### config.mk
export PLATFORM = sky130hd
export DESIGN_NAME = snake_step_scheduler
export DESIGN_NICKNAME = d
export VERILOG_FILES = /design/src/rtl/snake_step_scheduler.sv
export SDC_FILE = /design/constraint.sdc
export NUM_CORES = 1
export LEC_CHECK = 0
export CAP_MARGIN = 20
export CORE_UTILIZATION = 45
export CTS_CLUSTER_DIAMETER = 150
export DETAILED_ROUTE_END_ITERATION = 8
export SLEW_MARGIN = 0
export SYNTH_ARGS = -nofsm -noshare
export SYNTH_HDL_FRONTEND = slang
export SYNTH_SLANG_ARGS = --single-unit
### constraint.sdc
create_clock -name clock -period 4.18 [get_ports clock]
set_clock_uncertainty 0.05 [all_clocks]
set_input_delay 0.627 -clock clock [delete_from_list [all_inputs] [get_ports clock]]
set_output_delay 0.627 -clock clock [all_outputs]
set_load 0.005 [all_outputs]
### src/rtl/snake_step_scheduler.sv
// -----------------------------------------------------------------------------
// snake_step_scheduler
//
// Sets the pace of the snake and decides which way it turns. The block sits
// between the game-status FSM and the snake body/collision datapath. It
// arbitrates the on-board buttons and the PS/2 keyboard direction strobes
// into one committed direction, and it refuses 180-degree reversals. It
// issues a one-cycle move_tick at the current game speed. Each effective
// eat pulse shortens the step period, down to a floor.
//
// Parameters
//   CNT_W        width of the step counter and the period register
//   BASE_PERIOD  clock cycles per step after initialisation
//   MIN_PERIOD   lowest allowed step period (must be >= 2)
//   STEP_DEC     period reduction for each effective eat
//
// Ports
//   clock                      system clock; all logic runs on the rising edge
//   reset                      synchronous, active-high
//   game_status[1:0]           00 PAUSED, 01 PLAYING, 10 DIE_FLASHING,
//                              11 INITIALIZING
//   up/right/down/left         debounced button requests (highest priority group)
//   kup/kright/kdown/kleft     keyboard direction strobes
//   eat                        one-cycle pulse: the head reached the food
//   dir[1:0]                   committed direction: 00 up, 01 right, 10 down,
//                              11 left
//   move_tick                  registered one-cycle step strobe
//   speed_level[3:0]           number of effective speed-ups, saturates at 15
// -----------------------------------------------------------------------------
module snake_step_scheduler #(
  parameter int CNT_W       = 28,
  parameter int BASE_PERIOD = 25_000_000,
  parameter int MIN_PERIOD  = 5_000_000,
  parameter int STEP_DEC    = 1_000_000
) (
  input  logic             clock,
  input  logic             reset,
  input  logic [1:0]       game_status,
  input  logic             up,
  input  logic             right,
  input  logic             down,
  input  logic             left,
  input  logic             kup,
  input  logic             kright,
  input  logic             kdown,
  input  logic             kleft,
  input  logic             eat,
  output logic [1:0]       dir,
  output logic             move_tick,
  output logic [3:0]       speed_level
);

  typedef enum logic [1:0] {
    ST_PAUSED  = 2'b00,
    ST_PLAYING = 2'b01,
    ST_DYING   = 2'b10,
    ST_INIT    = 2'b11
  } status_e;

  localparam logic [1:0] DIR_UP    = 2'b00;
  localparam logic [1:0] DIR_RIGHT = 2'b01;
  localparam logic [1:0] DIR_DOWN  = 2'b10;
  localparam logic [1:0] DIR_LEFT  = 2'b11;

  localparam logic [CNT_W-1:0] BASE_P = CNT_W'(BASE_PERIOD);
  localparam logic [CNT_W-1:0] MIN_P  = CNT_W'(MIN_PERIOD);
  localparam logic [CNT_W-1:0] DEC_P  = CNT_W'(STEP_DEC);
  localparam logic [CNT_W-1:0] ONE_P  = CNT_W'(1);
  // One extra bit so that floor + decrement cannot overflow the compare.
  localparam logic [CNT_W:0]   SHRINK_LIMIT = (CNT_W+1)'(MIN_PERIOD + STEP_DEC);

  status_e          status;
  logic [CNT_W-1:0] count;
  logic [CNT_W-1:0] period;
  logic [1:0]       pending;

  logic             playing;
  logic             tick_now;
  logic             req_valid;
  logic [1:0]       req_dir;
  logic [1:0]       eff_dir;
  logic             accept;
  logic             can_shrink;
  logic [CNT_W-1:0] shrunk_period;

  assign status  = status_e'(game_status);
  assign playing = (status == ST_PLAYING);

  // The step ends when count reaches period-1. The >= compare also fires
  // at once if an eat has just pulled the period below the running count.
  // This keeps the counter from ever wrapping.
  assign tick_now = playing && (count >= (period - ONE_P));

  // ---------------------------------------------------------------------------
  // Request arbitration: buttons beat keyboard; up > right > down > left.
  // ---------------------------------------------------------------------------
  // NOTE: every signal driven here gets a default first, so no path through
  // the if-chain leaves a value unassigned and no latch is inferred.
  always_comb begin
    req_valid = 1'b1;
    req_dir   = DIR_UP;
    if      (up)     req_dir = DIR_UP;
    else if (right)  req_dir = DIR_RIGHT;
    else if (down)   req_dir = DIR_DOWN;
    else if (left)   req_dir = DIR_LEFT;
    else if (kup)    req_dir = DIR_UP;
    else if (kright) req_dir = DIR_RIGHT;
    else if (kdown)  req_dir = DIR_DOWN;
    else if (kleft)  req_dir = DIR_LEFT;
    else             req_valid = 1'b0;
  end

  // On a tick edge, pending becomes the new heading. A request in that same
  // cycle is therefore judged against pending and not against the outgoing dir.
  assign eff_dir = tick_now ? pending : dir;

  // Requests are frozen while the death animation plays. Flipping bit 1 of a
  // direction gives its opposite, which is a reversal and is dropped.
  assign accept = req_valid
               && (status != ST_DYING)
               && (req_dir != (eff_dir ^ 2'b10));

  // ---------------------------------------------------------------------------
  // Speed-up arithmetic
  // ---------------------------------------------------------------------------
  assign can_shrink    = (period > MIN_P);
  assign shrunk_period = ({1'b0, period} > SHRINK_LIMIT) ? (period - DEC_P) : MIN_P;

  // ---------------------------------------------------------------------------
  // State registers
  // ---------------------------------------------------------------------------
  // NOTE: state is updated with non-blocking assignments only. Every right-hand
  // side then sees the pre-edge values, so the block has no ordering
  // dependence.
  always_ff @(posedge clock) begin
    // NOTE: reset is synchronous, so it is sampled here like any other input
    // and it takes priority over every other input in the same cycle.
    if (reset) begin
      count       <= '0;
      period      <= BASE_P;
      pending     <= DIR_RIGHT;
      dir         <= DIR_RIGHT;
      speed_level <= 4'd0;
      move_tick   <= 1'b0;
    end else begin
      move_tick <= tick_now;

      if (accept) begin
        pending <= req_dir;
      end

      case (status)
        ST_INIT: begin
          count       <= '0;
          period      <= BASE_P;
          dir         <= DIR_RIGHT;
          speed_level <= 4'd0;
        end

        ST_PLAYING: begin
          if (tick_now) begin
            count <= '0;
            dir   <= pending;
          end else begin
            count <= count + ONE_P;
          end

          // An eat on a tick edge still counts. The shorter period then
          // governs the step that starts on this edge.
          if (eat && can_shrink) begin
            period <= shrunk_period;
            if (speed_level != 4'hF) begin
              speed_level <= speed_level + 4'd1;
            end
          end
        end

        // PAUSED and DIE_FLASHING hold the step counter, period, dir and level.
        default: begin
        end
      endcase
    end
  end

endmodule
==> results.sh, run 1 <==
export IMPL_run_status="completed"
export IMPL_critPathLaunchType="flip-flop"
export IMPL_ys_async_sr_fraction_pct=0
export IMPL_wl_per_cell_um=16.6
export IMPL_final_area_um2=4980
export IMPL_syn_num_nets=596
export IMPL_ys_top_cells_by_area="dfxtp_1, ha_1, nand2_1"
export IMPL_final_cell_mix="nand2_1, dfxtp_1, nor2_1"
export IMPL_path_cells="nor2_1, nand3_1, buf_4, inv_1, nand3_2, nor4b_2, buf_4, nand2_1, xor2_1, ha_1, and4_4, nand4_1, or3_4, o2111a_4, o211ai_4, xor2_2, a211o_1, a211o_1"
export IMPL_cts_root_buf="clkbuf_8"
export IMPL_fillers=911
export IMPL_h_tree_depth=3
export IMPL_start_util_pct=46.2
export IMPL_yosys_area_top_type="dfxtp_1"
export IMPL_clk_pin_slew_ns=0.07
export IMPL_final_cells=705
export IMPL_cp_data_required_time_ns=4.36
export IMPL_grt_max_degree=49
export IMPL_worst_slew_pin_slew_ns=0.894
export IMPL_place_inst=686
export IMPL_diodes=0
export IMPL_max_cap_violations=0
export IMPL_gr_total_overflow=0
export IMPL_power_density_nw_per_um2=246
export IMPL_routed_wl_um=11700
export IMPL_ant_nets=0
export IMPL_syn_area_um2=4250
export IMPL_rows=35
export IMPL_numCtsBuffers=9
export IMPL_synth_seq_area_share_pct=27.8
export IMPL_ys_ff_latch=59
export IMPL_dpl_instance_area_um2=4700
export IMPL_setup_violations=0
export IMPL_crit_path_end_kind="flip-flop"
export IMPL_path_delay_family="simple AND/OR/NAND/NOR gates"
export IMPL_seqCellArea_um2=1180
export IMPL_synthCells=554
export IMPL_synth_warning_count=0
export IMPL_hpwlAfterDp_um=8560
export IMPL_post_route_util_pct=54.2
export IMPL_grt_setup_unrepaired="yes"
export IMPL_synthFlopType="dfxtp_1"
export IMPL_drive_gt1_share_pct=13.3
export IMPL_hold_viol_final=0
export IMPL_ys_types=69
export IMPL_critPathMaxStageDelay_ns=0.38
export IMPL_grtUsageTotal_pct=25.1
export IMPL_peakVddDrop_mv=0.182
export IMPL_vias_per_cell=6.13
export IMPL_die_h_um=99.2
export IMPL_io_buffers=19
export IMPL_netlist_area_leader_share_pct=27.8
export IMPL_critPathSlowestCell="or3_4"
export IMPL_cts_tree="built"
export IMPL_critical_path_class="flip-flop to flip-flop"
export IMPL_cts_sinks=59
export IMPL_cp_max_fo=7
export IMPL_syn_to_final_growth_pct=17.2
export IMPL_min_period_ns=4.07
export IMPL_hold_buffers=0
export IMPL_crit_buf_inv=3
export IMPL_avgSynthCellArea_um2=7.67
export IMPL_hold_ws_ns=0.433
export IMPL_drc_errors=0
export IMPL_fin_crit_sh_pct=97.3
export IMPL_clk_latency_ns=0.34
export IMPL_design_power_total_mw=1.22
export IMPL_num_vias=4325
export IMPL_ios=20
export IMPL_synth_edf_count=0
export IMPL_cts_buffer_depth=2
export IMPL_max_slew_margin_pct=40.4
export IMPL_hp_class="flip-flop to flip-flop"
export IMPL_core_area_um2=9200
export IMPL_drtIter0Drc=208
export IMPL_antenna_found_initial=0
export IMPL_dr_pass1_iters=5
export IMPL_multi_input_area_um2=2970
export IMPL_slew_violations=0
export IMPL_grt_pass1_wl_um=19600
export IMPL_worstPathArrival_ns=4.25
export IMPL_fmax_mhz=246
export IMPL_nets=632
export IMPL_fp_dieW_um=99.2
export IMPL_die_area_um2=9840
export IMPL_grt_pass1_vias=4147
export IMPL_p_leak_nw=1.86
export IMPL_place_gp_congestion=0.898
-- Yosys cell counts (all sizes together) (6+ instances only) --
cell    number
a31oi        6
a21oi       39
o21a         6
dfxtp       59
nand2       59
ha          29
a311oi      14
nand3       24
xor2         8
buf          8
and2         6
nand4        6
inv         18
or4          6
nor3        23
xnor2       13
o21ai       34
a21o         6
nor2        58
nor4        11
and3         9
clkbuf      21
-- layer usage --
metal,routed length [um],global-route usage [%],up-vias
met2,5420,41.1,106
met5,0,0,-
met1,5380,31.9,2049
met3,583,5.27,26
met4,345,10.6,0
li1,-,-,2144
-- timing repair --
item,CTS,global route
hold endpoints to repair,0,0
cloned,0,0
buffers inserted,2,2
endpoints found under the setup margin,2,28
pin swaps,3,9
gates resized for setup,3,12
-- path summary, 6_finish.rpt --
| check | from | depth (start not counted) | to | slack, ns |
|---|---|---|---|---|
| setup reg to reg | period[13]$_SDFFE_PP1P_ | 18 | pending[0]$_SDFFE_PP1P_ | 0.11 |
| hold reg to reg | pending[0]$_SDFFE_PP1P_ | 1 | pending[0]$_SDFFE_PP1P_ | 0.43 |
| hold / removal | pending[0]$_SDFFE_PP1P_ | 1 | pending[0]$_SDFFE_PP1P_ | 0.43 |
| setup / recovery | period[13]$_SDFFE_PP1P_ | 18 | pending[0]$_SDFFE_PP1P_ | 0.11 |
-- kinds of logic after synthesis --
| kind of cell | synth area share, % |
|---|---|
| xor+xnor | 4.33 |
| mux | 0.500 |
| fa+ha+maj | 8.53 |
| compound gates | 26.6 |
| buf+inv | 4.38 |
| flops | 27.8 |
| simple gates | 27.9 |
-- registers in the layout (all words and copies together) (netlist names) --
signal,cells
period,22
count,28
speed_level,4
pending,2
dir,2
move_tick,1
-- worst reg2reg max path: stages, from the launching register on --
cell and delay [ns]:
dfxtp_1 0.35, nor2_1 0.17, nand3_1 0.14, buf_4 0.16, inv_1 0.06, nand3_2 0.09
nor4b_2 0.28, buf_4 0.16, nand2_1 0.05, xor2_1 0.16, ha_1 0.30, and4_4 0.24
nand4_1 0.15, or3_4 0.38, o2111a_4 0.34, o211ai_4 0.22, xor2_2 0.10, a211o_1 0.28
a211o_1 0.28
-- stage by stage --
step	setup TNS [ns]	worst slack, ns
after CTS	0	0.000398
after floorplan	0	0.0807
after detailed placement	-0.00535	-0.00535
after global routing	-0.124	-0.0785
final	0	0.113
after global placement	0	0.109
-- report_power, final --
part	switching (mW)	leakage, nW	internal, mW	total, mW
registers	0.00864	0.477	0.570	0.578
logic	0.0959	1.29	0.0606	0.156
clock network	0.231	0.0953	0.259	0.489
total	0.335	1.86	0.889	1.22
-- final cells by class --
class | count | area share, %
clock inverters | 2 | 0.201
multi-input cells | 448 | 59.5
flip-flops and latches | 59 | 23.7
well taps | 111 | 2.79
clock buffers | 13 | 3.39
inverters | 18 | 1.36
repair buffers | 54 | 8.99
(Power assumes the default switching activity.)
==> run 2: changes to the inputs <==
clock period = 3.4 ns   (was 4.18 ns; I/O delays follow)
==> run 2 against run 1 <==
The flow now finishes with violations (setup timing). Final area grew 12%. Worst hold slack gained 0.025 ns. Sequential power grew 23%. Die area is the same. Maximum frequency grew 3.6%. Clock power grew 26%. First-iteration DRC count grew 6.3%. Largest cell class unchanged. Largest power group unchanged.
==> results.sh, run 2 (synthesis gave the netlist of run 1 again) <==
export IMPL_drtIter0Drc=221
export IMPL_max_slew_margin_pct=47.0
export IMPL_final_cell_mix="buf_4, dfxtp_1, nand2_1"
export IMPL_violations="setup timing"
export IMPL_worstPathArrival_ns=4.11
export IMPL_min_period_ns=3.92
export IMPL_hold_viol_final=0
export IMPL_reg2reg_from="period[11]$_SDFFE_PP1P_"
export IMPL_peakVddDrop_mv=0.152
export IMPL_worst_slew_pin_slew_ns=0.792
export IMPL_grt_max_degree=48
export IMPL_crit_buf_inv=0
export IMPL_fp_dieW_um=99.2
export IMPL_critical_path_class="flip-flop to flip-flop"
export IMPL_critPathLaunchType="flip-flop"
export IMPL_crit_path_end_kind="flip-flop"
export IMPL_crit_path_start="period[11]$_SDFFE_PP1P_"
export IMPL_max_cap_violations=0
export IMPL_clk_pin_slew_ns=0.07
export IMPL_nets=681
export IMPL_dr_pass1_iters=5
export IMPL_fillers=846
export IMPL_critPathSlowestCell="or3_4"
export IMPL_final_area_um2=5580
export IMPL_wl_per_cell_um=17.1
export IMPL_post_route_util_pct=60.7
export IMPL_place_gp_congestion=0.892
export IMPL_rows=35
export IMPL_cts_buffer_depth=2
export IMPL_grtUsageTotal_pct=27.5
export IMPL_hpwlAfterDp_um=8730
export IMPL_drive_gt1_share_pct=23.6
export IMPL_core_area_um2=9200
export IMPL_cts_root_buf="clkbuf_8"
export IMPL_syn_to_final_growth_pct=31.3
export IMPL_fin_crit_sh_pct=115
export IMPL_path_delay_family="simple AND/OR/NAND/NOR gates"
export IMPL_dpl_instance_area_um2=5050
export IMPL_grt_pass1_vias=4353
export IMPL_cts_tree="built"
export IMPL_diodes=0
export IMPL_die_area_um2=9840
export IMPL_h_tree_depth=3
export IMPL_hold_buffers=0
export IMPL_cp_data_required_time_ns=3.59
export IMPL_numCtsBuffers=9
export IMPL_ant_nets=0
export IMPL_start_util_pct=46.2
export IMPL_final_cells=754
export IMPL_drc_errors=0
export IMPL_path_cells="nor3_4, nand3_2, nor4_4, nand2_2, nor3_4, nand3_1, xor2_1, ha_1, and4_4, nand4_1, or3_4, o2111ai_1, o211ai_4, xor2_1, a211o_1, a211o_1"
export IMPL_place_inst=725
export IMPL_grt_setup_unrepaired="yes"
export IMPL_largest_reg_flops=28
export IMPL_vias_per_cell=6.10
export IMPL_design_power_total_mw=1.55
export IMPL_routed_wl_um=12900
export IMPL_die_h_um=99.2
export IMPL_setup_ws_ns=-0.525
export IMPL_slew_violations=0
export IMPL_hp_class="flip-flop to flip-flop"
export IMPL_power_density_nw_per_um2=279
export IMPL_num_vias=4597
export IMPL_critPathMaxStageDelay_ns=0.38
export IMPL_ios=20
export IMPL_fmax_mhz=255
export IMPL_min_from="pending[0]$_SDFFE_PP1P_"
export IMPL_run_status="complete, but fails checks"
export IMPL_antenna_found_initial=0
export IMPL_io_buffers=19
export IMPL_top_register="count"
export IMPL_grt_pass1_wl_um=21500
export IMPL_hold_ws_ns=0.457
export IMPL_clk_latency_ns=0.35
export IMPL_final_common_cell="buf_4"
export IMPL_p_leak_nw=2.19
export IMPL_gr_total_overflow=0
export IMPL_cp_max_fo=4
export IMPL_cts_sinks=59
export IMPL_setup_violations=32
export IMPL_top_regs="count x28, period x22, speed_level x4"
-- run 2: final cells by class --
| cell class | instances | area (um2) | area share [%] |
|---|---|---|---|
| clock buffers | 13 | 169 | 3.03 |
| well taps | 111 | 139 | 2.49 |
| repair buffers | 101 | 861 | 15.4 |
| inverters | 18 | 67.6 | 1.21 |
| flip-flops and latches | 59 | 1180 | 21.2 |
| clock inverters | 2 | 10.0 | 0.179 |
| multi-input cells | 450 | 3150 | 56.5 |
-- run 2: worst paths after layout --
| kind | slack [ns] | cells after the start | to |
|---|---|---|---|
| worst min register to register | 0.46 | 1 | pending[0]$_SDFFE_PP1P_ |
| worst max register to register | -0.52 | 16 | pending[0]$_SDFFE_PP1P_ |
| worst max-delay path | -0.52 | 16 | pending[0]$_SDFFE_PP1P_ |
| worst min-delay path | 0.46 | 1 | pending[0]$_SDFFE_PP1P_ |
-- run 2: per-layer routing --
layer / up-vias / GRT usage (%) / wire (um)
met5: - / 0 / 0
met4: 0 / 10.3 / 277
met3: 22 / 4.43 / 582
met2: 127 / 45.8 / 6130
met1: 2207 / 35.8 / 5880
li1: 2241 / - / -
-- run 2: what timing repair did --
item	4_1_cts	5_1_grt
pin swaps	21	17
cloned	4	0
setup endpoints to repair	33	33
gates resized for setup	36	20
setup buffers	9	2
-- run 2: report_power, final --
group	internal, mW	switching, mW
Combinational	0.0941	0.135
Clock	0.318	0.298
Sequential	0.700	0.00897
-- run 2: per-stage QoR --
stage	setup slack, ns	setup TNS [ns]
5_1_grt	-0.770	-21.34
2_1_floorplan	-0.532	-9.56
3_3_place_gp	-0.534	-11.76
6_report	-0.525	-13.18
4_1_cts	-0.491	-12.87
3_5_place_dp	-0.587	-13.27
==> run 3: changes to the inputs <==
ABC_AREA = 1   (was default)
CORE_UTILIZATION = 56   (was 45)
PLACE_DENSITY = 0.77   (was default)
==> run 3 against run 2 <==
The run still ends with setup timing left. Maximum frequency is 14% higher. Final area rose by 4.0%. Wire length increased by 16%. Highest routed layer unchanged.
==> results.sh, run 3 <==
export IMPL_run_status="complete, but fails checks"
export IMPL_violations="setup timing"
export IMPL_rows=33
export IMPL_ios=20
export IMPL_synth_mux_area_share_pct=0
export IMPL_routed_wl_um=15000
export IMPL_cp_data_required_time_ns=3.63
export IMPL_intPower_mw=1.10
export IMPL_worst_slew_pin_slew_ns=0.756
export IMPL_cts_tree="built"
export IMPL_hold_viol_final=0
export IMPL_fmax_mhz=291
export IMPL_ant_nets=0
export IMPL_cts_buffer_depth=2
export IMPL_slew_violations=0
export IMPL_syn_num_nets=794
export IMPL_critPathLaunchType="flip-flop"
export IMPL_min_period_ns=3.44
export IMPL_switching_share_pct=35.0
export IMPL_fin_crit_sh_pct=101
export IMPL_antenna_found_initial=0
export IMPL_synth_warning_count=0
export IMPL_fp_dieW_um=95.4
export IMPL_synthCells=752
export IMPL_p_comb_share_pct=18.8
export IMPL_syn_to_final_growth_pct=18.8
export IMPL_ys_types=51
export IMPL_gr_total_overflow=0
export IMPL_cts_sinks=59
export IMPL_final_cell_mix="nand2_1, inv_1, nor2_1"
export IMPL_die_area_um2=9100
export IMPL_synth_common_cells="nand2_1, inv_1, nor2_1"
export IMPL_largest_reg_flops=28
export IMPL_p_leak_nw=2.42
export IMPL_h_tree_depth=3
export IMPL_max_cap_violations=0
export IMPL_critical_path_class="flip-flop to flip-flop"
export IMPL_hp_class="flip-flop to flip-flop"
export IMPL_diodes=0
export IMPL_pwr_share_seq_pct=43.5
export IMPL_grt_pass1_wl_um=22400
export IMPL_p_sw_mw=0.592
export IMPL_num_vias=5365
export IMPL_setup_violations=4
export IMPL_synth_seq_area_share_pct=24.2
export IMPL_grtUsageTotal_pct=31.8
export IMPL_start_util_pct=58.6
export IMPL_hpwlAfterDp_um=10400
export IMPL_nets=832
export IMPL_clk_latency_ns=0.36
export IMPL_grt_max_degree=34
export IMPL_syn_area_um2=4890
export IMPL_yosysMostFrequentCell="nand2_1"
export IMPL_drtIter0Drc=433
export IMPL_fillers=677
export IMPL_yosys_area_share_adder_pct=7.43
export IMPL_place_inst=871
export IMPL_top_regs="count x28, period x22, speed_level x4"
export IMPL_synth_top_family_by_area="simple AND/OR/NAND/NOR gates"
export IMPL_clk_pin_slew_ns=0.09
export IMPL_place_gp_congestion=0.941
export IMPL_io_buffers=19
export IMPL_ys_ff_latch=59
export IMPL_core_area_um2=8340
export IMPL_ys_top_cells_by_area="dfxtp_1, nand2_1, ha_1"
export IMPL_yosys_area_top_type="dfxtp_1"
export IMPL_cp_max_fo=9
export IMPL_cts_root_buf="clkbuf_8"
export IMPL_netlist_area_leader_share_pct=24.2
export IMPL_dr_pass1_iters=6
export IMPL_setup_ws_ns=-0.0409
export IMPL_yosys_area_share_simple_pct=39.6
export IMPL_hold_ws_ns=0.436
export IMPL_max_slew_margin_pct=49.4
export IMPL_avgSynthCellArea_um2=6.50
export IMPL_multi_input_area_um2=3490
export IMPL_synth_xor_area_share_pct=4.84
export IMPL_synthFlopType="dfxtp_1"
export IMPL_ys_async_sr_fraction_pct=0
export IMPL_crit_path_end_kind="flip-flop"
export IMPL_top_register="count"
export IMPL_grt_pass1_vias=4828
export IMPL_final_cells=900
export IMPL_synth_edf_count=0
export IMPL_seqCellArea_um2=1190
export IMPL_numCtsBuffers=9
export IMPL_wl_per_cell_um=16.6
export IMPL_die_h_um=95.4
export IMPL_final_common_cell="nand2_1"
export IMPL_drive_gt1_share_pct=21.5
export IMPL_p_clk_share_pct=37.7
export IMPL_peakVddDrop_mv=0.218
export IMPL_grt_setup_unrepaired="yes"
export IMPL_vias_per_cell=5.96
export IMPL_synth_compound_area_share_pct=14.0
export IMPL_drc_errors=0
export IMPL_worstPathArrival_ns=3.67
export IMPL_power_density_nw_per_um2=292
[run 3: cell count changes after synthesis, moves of 13 or more]
cell      before  now
a311oi_1      14    0
a21oi_1       39   65
nand2_1       58  178
inv_2          0   13
inv_1         18   76
nand3_1       24   64
xor2_1         8   24
[run 3: final timing paths]
kind                                             start                endpoint  slack (ns)  depth (start not counted)
worst max-delay path            period[6]$_SDFFE_PP1P_  count[13]$_SDFFE_PP0P_       -0.04                         20
worst min register to register   count[4]$_SDFFE_PP0P_   count[4]$_SDFFE_PP0P_        0.44                          2
worst max register to register  period[6]$_SDFFE_PP1P_  count[13]$_SDFFE_PP0P_       -0.04                         20
worst min-delay path             count[4]$_SDFFE_PP0P_   count[4]$_SDFFE_PP0P_        0.44                          2
[run 3: layout make-up]
class	count	share of cell area, %
clock buffer	9	2.13
clock inverter	7	1.06
inverter	89	5.80
multi-input combinational	578	60.1
sequential	59	20.5
tap	105	2.26
timing repair buffer	53	8.15
[run 3: worst max-delay path: stages (launching register included)]
cell	delay, ns
dfxtp_2	0.34
inv_2	0.08
buf_6	0.12
ha_4	0.13
nand4_1	0.13
nor4_2	0.30
nand2_1	0.16
nor3_2	0.21
xor2_1	0.17
inv_1	0.06
ha_1	0.26
nand2_1	0.08
nor2_2	0.05
buf_4	0.14
a21oi_4	0.16
nand3_4	0.14
buf_6	0.16
nor2_4	0.19
buf_12	0.17
o211ai_1	0.10
a21oi_1	0.15
[run 3: cell families after synthesis]
family / Yosys count
flops: 59
buf+inv: 115
xor+xnor: 27
fa+ha+maj: 29
simple gates: 403
compound gates: 119
[run 3: per-layer routing]
layer / GRT usage [%] / up-vias / wire length, um
li1: - / 2553 / -
met1: 39.2 / 2524 / 6230
met2: 55.0 / 247 / 7330
met3: 5.26 / 41 / 1030
met4: 12.3 / 0 / 398
met5: 0 / - / 0
[run 3: power by group through the flow]
stage | clock [mW] | sequential, mW | combinational [mW]
global route | 0.667 | 0.739 | 0.345
detailed placement | 0 | 0.750 | 0.281
CTS | 0.634 | 0.734 | 0.286
finish | 0.638 | 0.737 | 0.319
floorplan | 0 | 0.738 | 0.203
global placement | 0 | 0.749 | 0.275
[run 3: timing repair]
| item | in CTS | in global routing |
|---|---|---|
| setup endpoints to repair | 3 | 33 |
| setup buffers | 0 | 12 |
| hold endpoints to repair | 0 | 0 |
| cloned | 0 | 1 |
| hold buffers | 0 | 0 |
| gates resized for setup | 10 | 66 |
| pin swaps | 2 | 22 |
[run 3: metrics by stage]
step | power [mW] | utilization [%] | instance area [um2] | setup slack, ns | setup TNS, ns
after detailed placement | 1.03 | 62.6 | 5230 | -0.153 | -0.287
after CTS | 1.65 | 65.5 | 5460 | 0.0213 | 0
after global routing | 1.75 | 69.6 | 5800 | -0.247 | -4.09
final | 1.69 | 69.6 | 5800 | -0.0409 | -0.104
after global placement | 1.02 | 62.6 | 5230 | 0.0583 | 0
after floorplan | 0.940 | - | 4890 | 0.175 | 0
